--- config.mk ---
export PLATFORM = sky130hd
export DESIGN_NAME = fifo_wr_arbiter
export DESIGN_NICKNAME = d
export VERILOG_FILES = /design/src/rtl/fifo_wr_arbiter_pkg.sv /design/src/rtl/fifo_wr_arbiter_rr_pick.sv /design/src/rtl/fifo_wr_arbiter.sv
export SDC_FILE = /design/constraint.sdc
export NUM_CORES = 1
export LEC_CHECK = 0
export ABC_AREA = 1
export BUFFER_PORTS_ARGS = -buffer_cell sky130_fd_sc_hd__buf_2
export CORE_ASPECT_RATIO = 1.2
export CORE_MARGIN = 1.5
export CORE_UTILIZATION = 40
export CTS_BUF_LIST = sky130_fd_sc_hd__clkbuf_2
export DETAILED_ROUTE_END_ITERATION = 7
export GPL_TIMING_DRIVEN = 1
export PLACE_DENSITY = 0.66
export REMOVE_ABC_BUFFERS = 1
export SLEW_MARGIN = 20
export SYNTH_ARGS = -nofsm -noshare
export SYNTH_HDL_FRONTEND = slang
export SYNTH_HIERARCHICAL = 1
export SYNTH_SLANG_ARGS = --single-unit
export TNS_END_PERCENT = 50
--- constraint.sdc ---
create_clock -name wclk -period 4.44 [get_ports wclk]
set_clock_uncertainty 0.05 [all_clocks]
set_input_delay 0.222 -clock wclk [delete_from_list [all_inputs] [get_ports wclk]]
set_output_delay 0.222 -clock wclk [all_outputs]
set_load 0.03 [all_outputs]
--- src/rtl/fifo_wr_arbiter_pkg.sv ---
// rtl/fifo_wr_arbiter_pkg.sv - shared types and sizing helpers for the FIFO write arbiter
package fifo_arb_pkg;

  typedef enum logic {
    ARB_IDLE,
    ARB_GRANT
  } arb_state_t;

  localparam int STALL_W = 16;

  // Width of an owner index; never narrower than one bit.
  function automatic int owner_w(input int n);
    return (n < 2) ? 1 : $clog2(n);
  endfunction

endpackage

--- src/rtl/fifo_wr_arbiter_rr_pick.sv ---
// rtl/fifo_wr_arbiter_rr_pick.sv - combinational round-robin selector starting after last_owner
module rr_pick
  import fifo_arb_pkg::*;
#(
  parameter int NREQ = 4,
  localparam int OW = owner_w(NREQ)
) (
  input  logic [NREQ-1:0] req,
  input  logic [OW-1:0]   last_owner,
  output logic            found,
  output logic [OW-1:0]   owner
);

  int best;

  // Distance of producer i from the slot right after last_owner, wrapping.
  function automatic int rr_dist(input int i, input int lo);
    return (i + NREQ - 1 - lo) % NREQ;
  endfunction

  // Choose the requesting producer closest (in rotation order) to last_owner+1.
  always_comb begin
    found = 1'b0;
    owner = '0;
    best  = NREQ;
    for (int i = 0; i < NREQ; i++) begin
      if (req[i] && (rr_dist(i, int'(last_owner)) < best)) begin
        best  = rr_dist(i, int'(last_owner));
        owner = OW'(i);
        found = 1'b1;
      end
    end
  end

endmodule

--- src/rtl/fifo_wr_arbiter.sv ---
// rtl/fifo_wr_arbiter.sv - round-robin burst arbiter sharing the async FIFO write port
module fifo_wr_arbiter
  import fifo_arb_pkg::*;
#(
  parameter int DATASIZE  = 8,
  parameter int NREQ      = 4,
  parameter int BURST_LEN = 4
) (
  input  logic                     wclk,
  input  logic                     wrst,
  input  logic [NREQ-1:0]          req,
  input  logic [NREQ*DATASIZE-1:0] req_data,
  output logic [NREQ-1:0]          ack,
  input  logic                     wfull,
  output logic                     winc,
  output logic [DATASIZE-1:0]      wdata,
  output logic [NREQ-1:0]          grant,
  output logic [STALL_W-1:0]       stall_cnt
);

  localparam int OW = owner_w(NREQ);
  localparam int BW = 8;

  arb_state_t          state, state_next;
  logic [OW-1:0]       owner, owner_next;
  logic [OW-1:0]       last_owner, last_owner_next;
  logic [BW-1:0]       beat_cnt, beat_cnt_next;
  logic [STALL_W-1:0]  stall_next;
  logic                pick_found;
  logic [OW-1:0]       pick_owner;
  logic [NREQ-1:0]     owner_onehot;
  logic                owner_req;
  logic [DATASIZE-1:0] owner_data;

  rr_pick #(.NREQ(NREQ)) u_pick (
    .req        (req),
    .last_owner (last_owner),
    .found      (pick_found),
    .owner      (pick_owner)
  );

  // Decode the registered owner into its one-hot, request bit and data slice.
  always_comb begin
    owner_onehot = '0;
    owner_req    = 1'b0;
    owner_data   = '0;
    for (int i = 0; i < NREQ; i++) begin
      if (owner == OW'(i)) begin
        owner_onehot[i] = 1'b1;
        owner_req       = req[i];
        owner_data      = req_data[i*DATASIZE +: DATASIZE];
      end
    end
  end

  // Next-state and port outputs; a dropped request outranks burst completion.
  always_comb begin
    state_next      = state;
    owner_next      = owner;
    last_owner_next = last_owner;
    beat_cnt_next   = beat_cnt;
    stall_next      = stall_cnt;
    grant           = '0;
    winc            = 1'b0;
    ack             = '0;
    wdata           = '0;
    case (state)
      ARB_IDLE: begin
        if (pick_found) begin
          owner_next    = pick_owner;
          beat_cnt_next = '0;
          state_next    = ARB_GRANT;
        end
      end
      ARB_GRANT: begin
        grant = owner_onehot;
        wdata = owner_data;
        // Reset gates the write so a burst cut by reset never half-commits.
        winc  = owner_req & ~wfull & ~wrst;
        ack   = {NREQ{winc}} & owner_onehot;
        if (!owner_req) begin
          state_next      = ARB_IDLE;
          last_owner_next = owner;
        end else if (wfull) begin
          if (stall_cnt != '1) stall_next = stall_cnt + STALL_W'(1);
        end else if (winc) begin
          beat_cnt_next = beat_cnt + BW'(1);
          if (beat_cnt == BW'(BURST_LEN - 1)) begin
            state_next      = ARB_IDLE;
            last_owner_next = owner;
          end
        end
      end
      default: state_next = ARB_IDLE;
    endcase
  end

  // State, owner bookkeeping and counters; last_owner resets so producer 0 wins first.
  always_ff @(posedge wclk) begin
    if (wrst) begin
      state      <= ARB_IDLE;
      owner      <= '0;
      last_owner <= OW'(NREQ - 1);
      beat_cnt   <= '0;
      stall_cnt  <= '0;
    end else begin
      state      <= state_next;
      owner      <= owner_next;
      last_owner <= last_owner_next;
      beat_cnt   <= beat_cnt_next;
      stall_cnt  <= stall_next;
    end
  end

endmodule

==> reports/qor.csv, run 1 <==
stage,metric,value,unit
timing,slew_viol_final,0,
die,initial_core_util,41.4,%
synth,synth_top_area_cell,dfxtp_1,
placement,dp.cells,472,
worst_setup_path,worstPathMaxFanout,5,
layout,area_delta_synth_final,18.7,%
detailed_routing,drcViolationCount,0,
clocking,cts_tree,done,
clocking,numCtsBuffers,5,
clocking,holdBufCountCts,0,
timing,max-slew-margin-rel,67.6,%
worst_setup_path,cp-start-kind,flop,
synth,synth.avg_cell_area,6.28,sq um
layout,stdcell_count,480,
timing,finalSetupViolCount,0,
layout,mostFrequentLayoutCells,"103 x nand2_1, 71 x buf_2, 35 x inv_1, 34 x nor2_1, 29 x dfxtp_1",
timing,rsz0062_at_grt,false,
placement,postPlaceCellArea,2560,sq um
pwr,clock_power_share,17.8,%
synth,async_flop_share,0,%
placement,dp_hpwl,4060,microns
synth,synth.distinct_cells,30,
pwr,swShare,44.4,%
die,dieArea,5930,sq um
pwr,seq_power_share,40.7,%
timing,min_period,3.03,ns
die,core_area,5300,sq um
layout,fin_nets,461,
synth,synth_edf_count,0,
worst_setup_path,crit_path_start,last_owner[1],
global_route,grt_use_total,19.3,%
synth,synth_top_area_share,26.5,%
clocking,cts_sinks,29,
die,die_w,70.6,microns
clocking,postCtsSetupRepairBufs,0,
worst_setup_path,crit_type,reg2reg,
worst_setup_path,reg2regPathDepth,20,
clocking,path_clk_slew,0.16,ns
placement,preCtsSetupSlack,1.41,ns
layout,drive_gt1_share,24.2,%
timing,fin_hold_ws,0.215,ns
detailed_routing,wl,5430,microns
job,max_cap_viol_count,0,
pwr,powerDensity,280,nW/um^2
pwr,peakVddDrop,116,uV
worst_hold_path,min_to,stall_cnt[7],
worst_setup_path,crit_path_top_delay_cell,dfxtp_1,
timing,timing.fmax,330,MHz
timing,tightest_slew,0.484,ns
synth,yosys-top-cells-area,"dfxtp_1 26%, nand2_1 18%, nand3_1 6.2%",
layout,final_area,2600,sq um
clocking,cts_root_buf,clkbuf_2,
layout,multiInputGateArea,1410,sq um
timing,finalCritPeriodShare,68.2,%
global_route,antenna_found_initial,0,
pwr,leakage,1.24,nW
worst_setup_path,cp.required,4.64,ns
worst_setup_path,r2r_start,last_owner[1],
global_route,grt_max_degree,23,
layout,mostFrequentLayoutCell,nand2_1,
worst_hold_path,hp-class,in2reg,
global_route,gr-total-overflow,0,
pwr,switching_power,324,uW
detailed_routing,ant_nets,0,
clocking,clk_path_buf_depth,2,
outcome,status,finished clean,
worst_setup_path,end_kind,flop,
worst_setup_path,crit_top_cell,nand2_1,
global_route,grt_pass1_vias,2242,
worst_setup_path,crit_path_cell_trace,xor2_1 -> ha_1 -> nand3_1 -> nand3_1 -> o21ai_0 -> ha_1 -> inv_1 -> nor2_1 -> nand2_1 -> nand3_2 -> nand2_1 -> o21ai_0 -> ha_1 -> inv_1 -> nor2_1 -> nand2_1 -> nand3_2 -> nand2_1 -> o21ai_0 -> a21oi_1,
pwr,p_int,405,uW
timing,worst_slack,1.41,ns
worst_setup_path,reg2reg_slack,1.41,ns
synth,syn_area,2190,sq um
detailed_routing,via_per_inst,4.98,
worst_setup_path,path_buf_inv,2,
layout,fillCellCount,568,
synth,synth_seq_cells,29,
synth,yosysSeqAreaShare,26.5,%
worst_setup_path,worstPathArrival,3.23,ns
die,die_h,84.1,microns
worst_hold_path,hold_start,wrst,
detailed_routing,vias,2389,
worst_setup_path,max_stage_delay,0.44,ns
timing,hold_viol_final,0,
layout,utilization,49.1,%
clocking,clk_latency,0.37,ns
detailed_routing,drt_first_pass_iters,6,
worst_setup_path,cp_top_family,adder cells,
detailed_routing,drt_iter0_drc,66,
die,num_io_pins,72,
clocking,h-tree-depth,2,
die,rows,29,
placement,io_buffers,71,
synth,synthCells,349,
worst_hold_path,hold_path_depth,2,
timing,finalSetupTns,0,ns
layout,antennaDiodeCount,0,
pwr,combPwrFrac,41.5,%
layout,regArea,581,sq um
global_route,grt_pass1_wl,9520,microns
placement,place.gp.congestion,0.879,
pwr,p_total,729,uW
synth,ys.flop_type,dfxtp_1,
worst_setup_path,r2r_end,owner[1],
detailed_routing,wl_per_cell,11.3,microns
synth,yosys_warnings,6,
clocking,cts_resized,0,
## per-layer routing
layer  share of wire, %  GRT usage [%]  wire, microns  up-vias
li1                   -              -              -     1277
met1                 44           21.7           2400     1032
met2                 48           35.3           2600       72
met3                6.8           4.11            370        8
met4                1.2           7.03             65        0
met5                  0              0              0        -
## cells by family after synthesis
logic type               after synthesis  share of synthesized area, %
AND/OR/NAND/NOR                      197                          41.3
AO/OA/AOI/OAI                         58                          15.0
buffers and inverters                 47                          9.08
flip-flops                            29                          26.5
XOR/XNOR                              13                          5.20
adder cells (fa/ha/maj)                5                          2.86
## how the worst max path moves through the flow
stage | to | slack [ns] | cells after the start
6_report | owner[1] | 1.41 | 20
3_5_place_dp | owner[1] | 1.41 | 20
5_1_grt | owner[1] | 1.04 | 20
3_3_place_gp | owner[1] | 1.52 | 20
4_1_cts | owner[1] | 1.40 | 20
2_1_floorplan | owner[1] | 1.67 | 20
## cells in the mapped netlist (2+ instances only)
library cell,n
or2_2,2
a21oi_2,7
buf_2,3
nand3_2,4
nand3b_1,3
inv_1,35
xnor2_1,6
clkbuf_1,4
nand2_2,4
dfxtp_1,29
a21oi_1,19
ha_1,5
o21ai_0,26
o22ai_1,2
inv_2,2
nor2_1,34
o31ai_1,2
o211ai_1,2
xor2_1,7
nand2_4,2
nand3_1,27
nand2_1,103
nand4_1,10
nor3_1,4
buf_4,2
## power groups by stage
stage               Clock (mW)  Sequential, mW  Combinational, mW
floorplan                    0           0.298              0.221
CTS                      0.135           0.297              0.306
global route             0.148           0.301              0.343
finish                   0.130           0.297              0.302
global placement             0           0.302              0.300
detailed placement           0           0.303              0.305
## sequential cells by signal (all words and copies together), names as in the netlist
register    count
beat_cnt        8
stall_cnt      16
owner           2
state           1
last_owner      2
## cell type report
type	count	area share [%]
Clock buffer	5	0.962
Clock inverter	3	0.481
Inverter	37	5.34
Multi-Input combinational cell	273	54.3
Sequential cell	29	22.3
Tap cell	62	2.98
Timing Repair Buffer	71	13.7
(Power assumes the default switching activity.)
==> inputs of run 2 (changes only) <==
--- a/config.mk
+++ b/config.mk
@@ -13,7 +13,7 @@
 export CTS_BUF_LIST = sky130_fd_sc_hd__clkbuf_2
 export DETAILED_ROUTE_END_ITERATION = 7
 export GPL_TIMING_DRIVEN = 1
-export PLACE_DENSITY = 0.66
+export PLACE_DENSITY = 0.68
 export REMOVE_ABC_BUFFERS = 1
 export SLEW_MARGIN = 20
 export SYNTH_ARGS = -nofsm -noshare
==> constraint.sdc (replaced) <==
create_clock -name wclk -period 2.73 [get_ports wclk]
set_clock_uncertainty 0.05 [all_clocks]
set_input_delay 0.1365 -clock wclk [delete_from_list [all_inputs] [get_ports wclk]]
set_output_delay 0.1365 -clock wclk [all_outputs]
set_load 0.03 [all_outputs]
==> run 2 against run 1 <==
Register-to-register slack got worse by 1.3 ns; worst hold slack got worse by 0.047 ns; count of clock-buffer cells in the layout up 3; critical endpoint unchanged; maximum frequency up 14%; critical path depth grew 1; sequential power is 59% higher; via count is 2.7% higher.
==> reports/qor.csv, run 2 (synthesis gave the netlist of run 1 again) <==
stage,metric,value,unit,change
outcome,status,finished clean,,
global_route,grt_use_total,18.9,%,-0.37 points
layout,multiInputGateArea,1450,sq um,+2.4%
detailed_routing,drt_first_pass_iters,4,,-2
worst_setup_path,reg2reg_slack,0.07,ns,-1.34 ns
worst_setup_path,crit_type,reg2reg,,
worst_setup_path,cp-start-kind,flop,,
clocking,h-tree-depth,2,,unchanged
timing,timing.fmax,376,MHz,+14%
worst_setup_path,r2r_start,last_owner[1],,
die,core_area,5300,sq um,unchanged
layout,area_delta_synth_final,24.0,%,
layout,mostFrequentLayoutCells,"101 x nand2_1, 71 x buf_2, 35 x inv_1, 34 x nor2_1, 27 x dfxtp_1",,
timing,finalSetupViolCount,0,,unchanged
pwr,leakage,1.30,nW,+4.9%
placement,dp_hpwl,4240,microns,+4.5%
detailed_routing,wl,5590,microns,+2.8%
placement,dp.cells,479,,+1.5%
layout,antennaDiodeCount,0,,unchanged
detailed_routing,drcViolationCount,0,,unchanged
timing,hold_viol_final,0,,unchanged
timing,finalCritPeriodShare,97.5,%,+29 points
placement,io_buffers,71,,unchanged
global_route,grt_pass1_wl,9450,microns,-0.65%
worst_hold_path,hold_start,req[3],,
layout,stdcell_count,490,,+2.1%
detailed_routing,wl_per_cell,11.4,microns,+0.72%
timing,max-slew-margin-rel,69.4,%,+1.8 points
global_route,grt_pass1_vias,2195,,-2.1%
clocking,cts_root_buf,clkbuf_2,,
die,die_w,70.6,microns,unchanged
worst_setup_path,cp.required,2.91,ns,-1.73 ns
clocking,path_clk_slew,0.14,ns,-0.02 ns
global_route,grt_max_degree,22,,-4.3%
timing,tightest_slew,0.458,ns,-0.0265 ns
layout,fin_nets,471,,+2.2%
layout,mostFrequentLayoutCell,nand2_1,,
worst_setup_path,end_kind,flop,,
worst_setup_path,reg2regPathDepth,21,,+5.0%
die,die_h,84.1,microns,unchanged
detailed_routing,drt_iter0_drc,84,,+27%
clocking,cts_sinks,29,,unchanged
layout,fillCellCount,539,,-5.1%
clocking,holdBufCountCts,0,,unchanged
timing,slew_viol_final,0,,unchanged
detailed_routing,via_per_inst,5.01,,+0.62%
global_route,gr-total-overflow,0,,unchanged
timing,rsz0062_at_grt,true,,
clocking,clk_latency,0.33,ns,-0.04 ns
pwr,peakVddDrop,238,uV,+110%
worst_setup_path,worstPathMaxFanout,4,,-1
detailed_routing,vias,2454,,+2.7%
die,initial_core_util,41.4,%,unchanged
layout,regMostFlops,stall_cnt,,
placement,preCtsSetupSlack,-0.189,ns,-1.59 ns
timing,min_period,2.66,ns,-0.368 ns
clocking,clk_path_buf_depth,2,,unchanged
job,max_cap_viol_count,0,,unchanged
layout,largest_register_ff_count,16,,unchanged
layout,utilization,51.3,%,+2.2 points
clocking,cts_tree,done,,
layout,largestRegisters,"stall_cnt x16, beat_cnt x8",,
worst_hold_path,min_to,owner[0],,
detailed_routing,ant_nets,0,,unchanged
worst_setup_path,r2r_end,owner[1],,
worst_hold_path,hp-class,in2reg,,
die,dieArea,5930,sq um,unchanged
worst_hold_path,hold_path_depth,5,,+3
layout,regArea,586,sq um,+0.86%
die,rows,29,,unchanged
timing,worst_slack,0.0693,ns,-1.34 ns
die,num_io_pins,72,,unchanged
pwr,powerDensity,467,nW/um^2,+67%
global_route,antenna_found_initial,0,,unchanged
worst_setup_path,worstPathArrival,2.84,ns,-0.39 ns
placement,place.gp.congestion,0.851,,-3.1%
clocking,numCtsBuffers,5,,unchanged
layout,drive_gt1_share,28.3,%,+4.1 points
-- run 2: cell types whose count changed in the layout (fill, tap and decap cells not counted), sizes merged --
| cell | previous run | this run |
|---|---|---|
| clkbuf | 5 | 8 |
| clkinv | 3 | 0 |
| buf | 71 | 81 |
-- run 2: stage by stage --
step                hold slack [ns]  TNS (ns)  total power [mW]  cell area, sq um
global route                  0.169    -0.354              1.38              2720
CTS                           0.147         0              1.27              2690
detailed placement            0.429    -0.363              1.02              2620
finish                        0.168         0              1.27              2720
floorplan                     0.149   -0.0699             0.844              2130
global placement              0.405    -0.141              1.01              2620
-- run 2: worst max-delay path by stage --
| stage | from | to | slack [ns] | cells past startpoint |
|---|---|---|---|---|
| finish | last_owner[1] | owner[1] | 0.07 | 21 |
| global placement | last_owner[1] | owner[1] | -0.07 | 20 |
| CTS | last_owner[0] | owner[0] | 0.005 | 21 |
| floorplan | last_owner[0] | owner[1] | -0.04 | 20 |
| global route | last_owner[1] | owner[1] | -0.20 | 20 |
| detailed placement | last_owner[1] | owner[1] | -0.19 | 20 |
-- run 2: cell type report --
class / count / share of cell area [%]
Multi-Input combinational cell: 273 / 53.2
Sequential cell: 29 / 21.5
Timing Repair Buffer: 81 / 15.8
Inverter: 37 / 5.11
Tap cell: 62 / 2.85
Clock buffer: 8 / 1.47
-- run 2: metal layers --
| metal | global-route usage (%) | vias up | share of wire [%] |
|---|---|---|---|
| met3 | 4.11 | 2 | 5.9 |
| met5 | 0 | - | 0 |
| met1 | 22.0 | 1085 | 44 |
| met4 | 4.63 | 0 | 0.54 |
| li1 | - | 1294 | - |
| met2 | 34.9 | 73 | 49 |
-- run 2: critical path, cell delays in order (launching register included) --
cell and delay [ns]:
dfxtp_4 0.39, inv_1 0.07, nand2_2 0.07, ha_1 0.30, nand3_2 0.09, nand3_4 0.09
o21ai_2 0.16, ha_1 0.24, inv_1 0.05, nor2_1 0.04, nand2_1 0.06, nand3_2 0.07
nand2_1 0.06, o21ai_1 0.07, ha_1 0.28, inv_1 0.03, nor2_1 0.09, nand2_1 0.07
nand3_2 0.06, nand2_1 0.05, o21ai_1 0.12, a21oi_1 0.05
-- run 2: power breakdown --
part / switching [mW] / internal, mW
clock network: 0.141 / 0.0758
registers: 0.0302 / 0.443
logic: 0.368 / 0.212
-- run 2: timing repair --
item                       CTS  global route
buffers inserted             1             2
gates resized for setup      9             5
setup endpoints to repair    2             2
pin swaps                    1             5
==> inputs of run 3 (changes only) <==
--- a/config.mk
+++ b/config.mk
@@ -8,16 +8,15 @@
 export ABC_AREA = 1
 export BUFFER_PORTS_ARGS = -buffer_cell sky130_fd_sc_hd__buf_2
 export CORE_ASPECT_RATIO = 1.2
-export CORE_MARGIN = 1.5
+export CORE_MARGIN = 2
 export CORE_UTILIZATION = 40
 export CTS_BUF_LIST = sky130_fd_sc_hd__clkbuf_2
 export DETAILED_ROUTE_END_ITERATION = 7
 export GPL_TIMING_DRIVEN = 1
-export PLACE_DENSITY = 0.68
+export PLACE_DENSITY = 0.69
 export REMOVE_ABC_BUFFERS = 1
 export SLEW_MARGIN = 20
 export SYNTH_ARGS = -nofsm -noshare
 export SYNTH_HDL_FRONTEND = slang
-export SYNTH_HIERARCHICAL = 1
 export SYNTH_SLANG_ARGS = --single-unit
 export TNS_END_PERCENT = 50
==> run 3 against run 2 <==
Worst hold slack lost 0.11 ns; utilization grew 0.58 points; sequential cell count is the same.
==> reports/qor.csv, run 3 <==
stage,metric,value,unit,change
timing,hold_viol_final,0,,unchanged
outcome,status,finished clean,,
timing,finalSetupViolCount,0,,unchanged
global_route,gr-total-overflow,0,,unchanged
clocking,cts_root_buf,clkbuf_2,,
worst_setup_path,reg2regPathDepth,19,,-9.5%
global_route,grt_pass1_vias,2131,,-2.9%
clocking,h-tree-depth,2,,unchanged
timing,finalSetupTns,0,ns,unchanged
layout,mostFrequentLayoutCells,"73 x nand2_1, 71 x buf_2, 41 x nor2_1, 31 x inv_1, 28 x a21oi_1",,
synth,yosys-top-cells-count,"74 x nand2_1, 41 x nor2_1, 31 x inv_1, 29 x dfxtp_1, 28 x a21oi_1",,
synth,yosys-top-cells-area,"dfxtp_1 28%, nand2_1 14%, nor2_1 7.5%",,
timing,slew_viol_final,0,,unchanged
placement,dp_hpwl,4150,microns,-2.1%
timing,min_period,2.54,ns,-0.120 ns
global_route,grt_pass1_wl,9490,microns,+0.43%
layout,multiInputGateArea,1320,sq um,-9.0%
detailed_routing,drcViolationCount,0,,unchanged
timing,finalCritPeriodShare,93.1,%,-4.4 points
detailed_routing,wl,5500,microns,-1.6%
pwr,p_int,716,uW,-2.1%
synth,yosysMostFrequentCell,nand2_1,,
detailed_routing,drt_first_pass_iters,4,,unchanged
pwr,combPwrFrac,44.3,%,-1.3 points
synth,synth.avg_cell_area,6.52,sq um,+3.8%
die,dieArea,5690,sq um,-4.1%
synth,syn_area,2040,sq um,-6.9%
worst_hold_path,hold_path_depth,3,,-2
timing,timing.fmax,394,MHz,+4.7%
job,max_cap_viol_count,0,,unchanged
clocking,clk_latency,0.35,ns,+0.02 ns
die,rows,28,,-3.4%
worst_hold_path,hp-class,in2reg,,
clocking,path_clk_slew,0.13,ns,about the same
pwr,switching_power,530,uW,-1.5%
layout,regMostFlops,stall_cnt,,
clocking,postCtsSetupRepairBufs,0,,-1
clocking,holdBufCountCts,0,,unchanged
die,core_area,4940,sq um,-6.8%
global_route,grt_max_degree,22,,unchanged
worst_setup_path,end_kind,flop,,
layout,fin_nets,436,,-7.4%
clocking,numCtsBuffers,5,,unchanged
die,initial_core_util,41.3,%,-0.069 points
worst_setup_path,cp.required,2.93,ns,+0.02 ns
timing,max-slew-margin-rel,64.3,%,-5.1 points
pwr,peakVddDrop,209,uV,-12%
layout,regArea,583,sq um,-0.43%
pwr,powerDensity,486,nW/um^2,+4.1%
pwr,swShare,42.6,%,+0.13 points
placement,place.gp.congestion,0.899,,+5.7%
worst_setup_path,cp-start-kind,flop,,
synth,synth_top_area_cell,dfxtp_1,,
worst_setup_path,worstPathArrival,2.74,ns,-0.10 ns
detailed_routing,wl_per_cell,12.1,microns,+6.4%
detailed_routing,drt_iter0_drc,125,,+49%
worst_setup_path,crit_type,reg2reg,,
layout,fillCellCount,514,,-4.6%
synth,synth_seq_cells,29,,unchanged
synth,ys.flop_type,dfxtp_1,,
clocking,cts_sinks,29,,unchanged
synth,synthCells,313,,-10%
pwr,clock_power_share,17.4,%,+0.3 points
die,die_h,82.2,microns,-2.2%
pwr,seq_power_share,38.4,%,+1.1 points
layout,area_delta_synth_final,25.6,%,
die,num_io_pins,72,,unchanged
layout,antennaDiodeCount,0,,unchanged
global_route,antenna_found_initial,0,,unchanged
synth,synth.distinct_cells,30,,unchanged
timing,tightest_slew,0.534,ns,+0.0763 ns
synth,synth_edf_count,0,,unchanged
layout,largestRegisters,"stall_cnt x16, beat_cnt x8",,
pwr,leakage,1.17,nW,-10%
worst_setup_path,worstPathMaxFanout,3,,-1
layout,largest_register_ff_count,16,,unchanged
clocking,cts_tree,done,,
synth,yosysSeqAreaShare,28.5,%,+2.0 points
clocking,clk_path_buf_depth,2,,unchanged
layout,drive_gt1_share,27.0,%,-1.3 points
detailed_routing,vias,2389,,-2.6%
layout,mostFrequentLayoutCell,nand2_1,,
detailed_routing,via_per_inst,5.27,,+5.3%
synth,yosys_warnings,0,,-6
global_route,grt_use_total,20.1,%,+1.2 points
synth,synth_top_area_share,28.5,%,+2.0 points
timing,fin_hold_ws,0.0569,ns,-0.111 ns
die,die_w,69.2,microns,-1.9%
synth,async_flop_share,0,%,unchanged
detailed_routing,ant_nets,0,,unchanged
placement,io_buffers,71,,unchanged
==> run 3: metrics by stage <==
stage	std cells	total power, mW	util (%)	setup WS [ns]	area (sq um)
after CTS	453	1.24	51.1	0.00301	2520
after global routing	453	1.35	51.9	-0.0157	2560
final	453	1.25	51.9	0.189	2560
after global placement	445	1.01	50.3	0.100	2480
after detailed placement	445	1.02	50.3	-0.0488	2480
after floorplan	307	0.840	-	0.0972	2000
==> run 3: logic make-up after synthesis <==
kind of cell,synth area share [%]
xor+xnor,6.87
fa+ha+maj,3.07
simple gates,36.7
flops,28.5
buf+inv,8.83
compound gates,16.1
==> run 3: area by class of cell <==
| class | instances | share of cell area [%] |
|---|---|---|
| clock buffer | 8 | 1.56 |
| inverter | 37 | 5.52 |
| multi-input combinational | 241 | 51.3 |
| sequential | 29 | 22.8 |
| tap | 60 | 2.93 |
| timing repair buffer | 78 | 15.9 |
==> run 3: worst max-delay path, cell delays in order (launching register included) <==
cell and delay, ns:
dfxtp_2 0.36, xor2_2 0.17, ha_1 0.31, nand3_2 0.11, nand3_4 0.09, nand2_2 0.07
o21ai_2 0.06, ha_1 0.27, inv_1 0.05, nor2_1 0.04, nand2_1 0.07, nand3_2 0.08
nand2_1 0.07, o21ai_1 0.06, ha_1 0.27, inv_1 0.04, nor2_1 0.09, nand2_1 0.06
nand3_1 0.08, a21oi_1 0.06
==> run 3: worst paths after layout <==
kind / to / from / slack [ns]
max: owner[1] / last_owner[0] / 0.19
min: owner[0] / req[3] / 0.06
max reg2reg: owner[1] / last_owner[0] / 0.19
min reg2reg: stall_cnt[15] / stall_cnt[15] / 0.44
==> run 3: layer usage <==
layer	up-vias	wire [microns]	part of all wire [%]	GRT usage, %
met5	-	0	0	0
met4	0	70	1.3	5.69
met3	10	468	8.5	3.40
met2	103	2770	50	37.5
met1	1069	2180	40	23.9
li1	1207	-	-	-
==> run 3: power groups by stage <==
stage / clock (mW) / sequential (mW) / combinational [mW]
after floorplan: 0 / 0.488 / 0.353
after global placement: 0 / 0.484 / 0.524
after detailed placement: 0 / 0.485 / 0.532
after CTS: 0.229 / 0.475 / 0.534
after global routing: 0.244 / 0.484 / 0.617
final: 0.217 / 0.478 / 0.551
==> run 3: timing repair <==
item / in CTS / in global routing
pin swaps: 0 / 1
hold endpoints to repair: 0 / 0
resized for setup: 1 / 10
setup endpoints to repair: 2 / 2
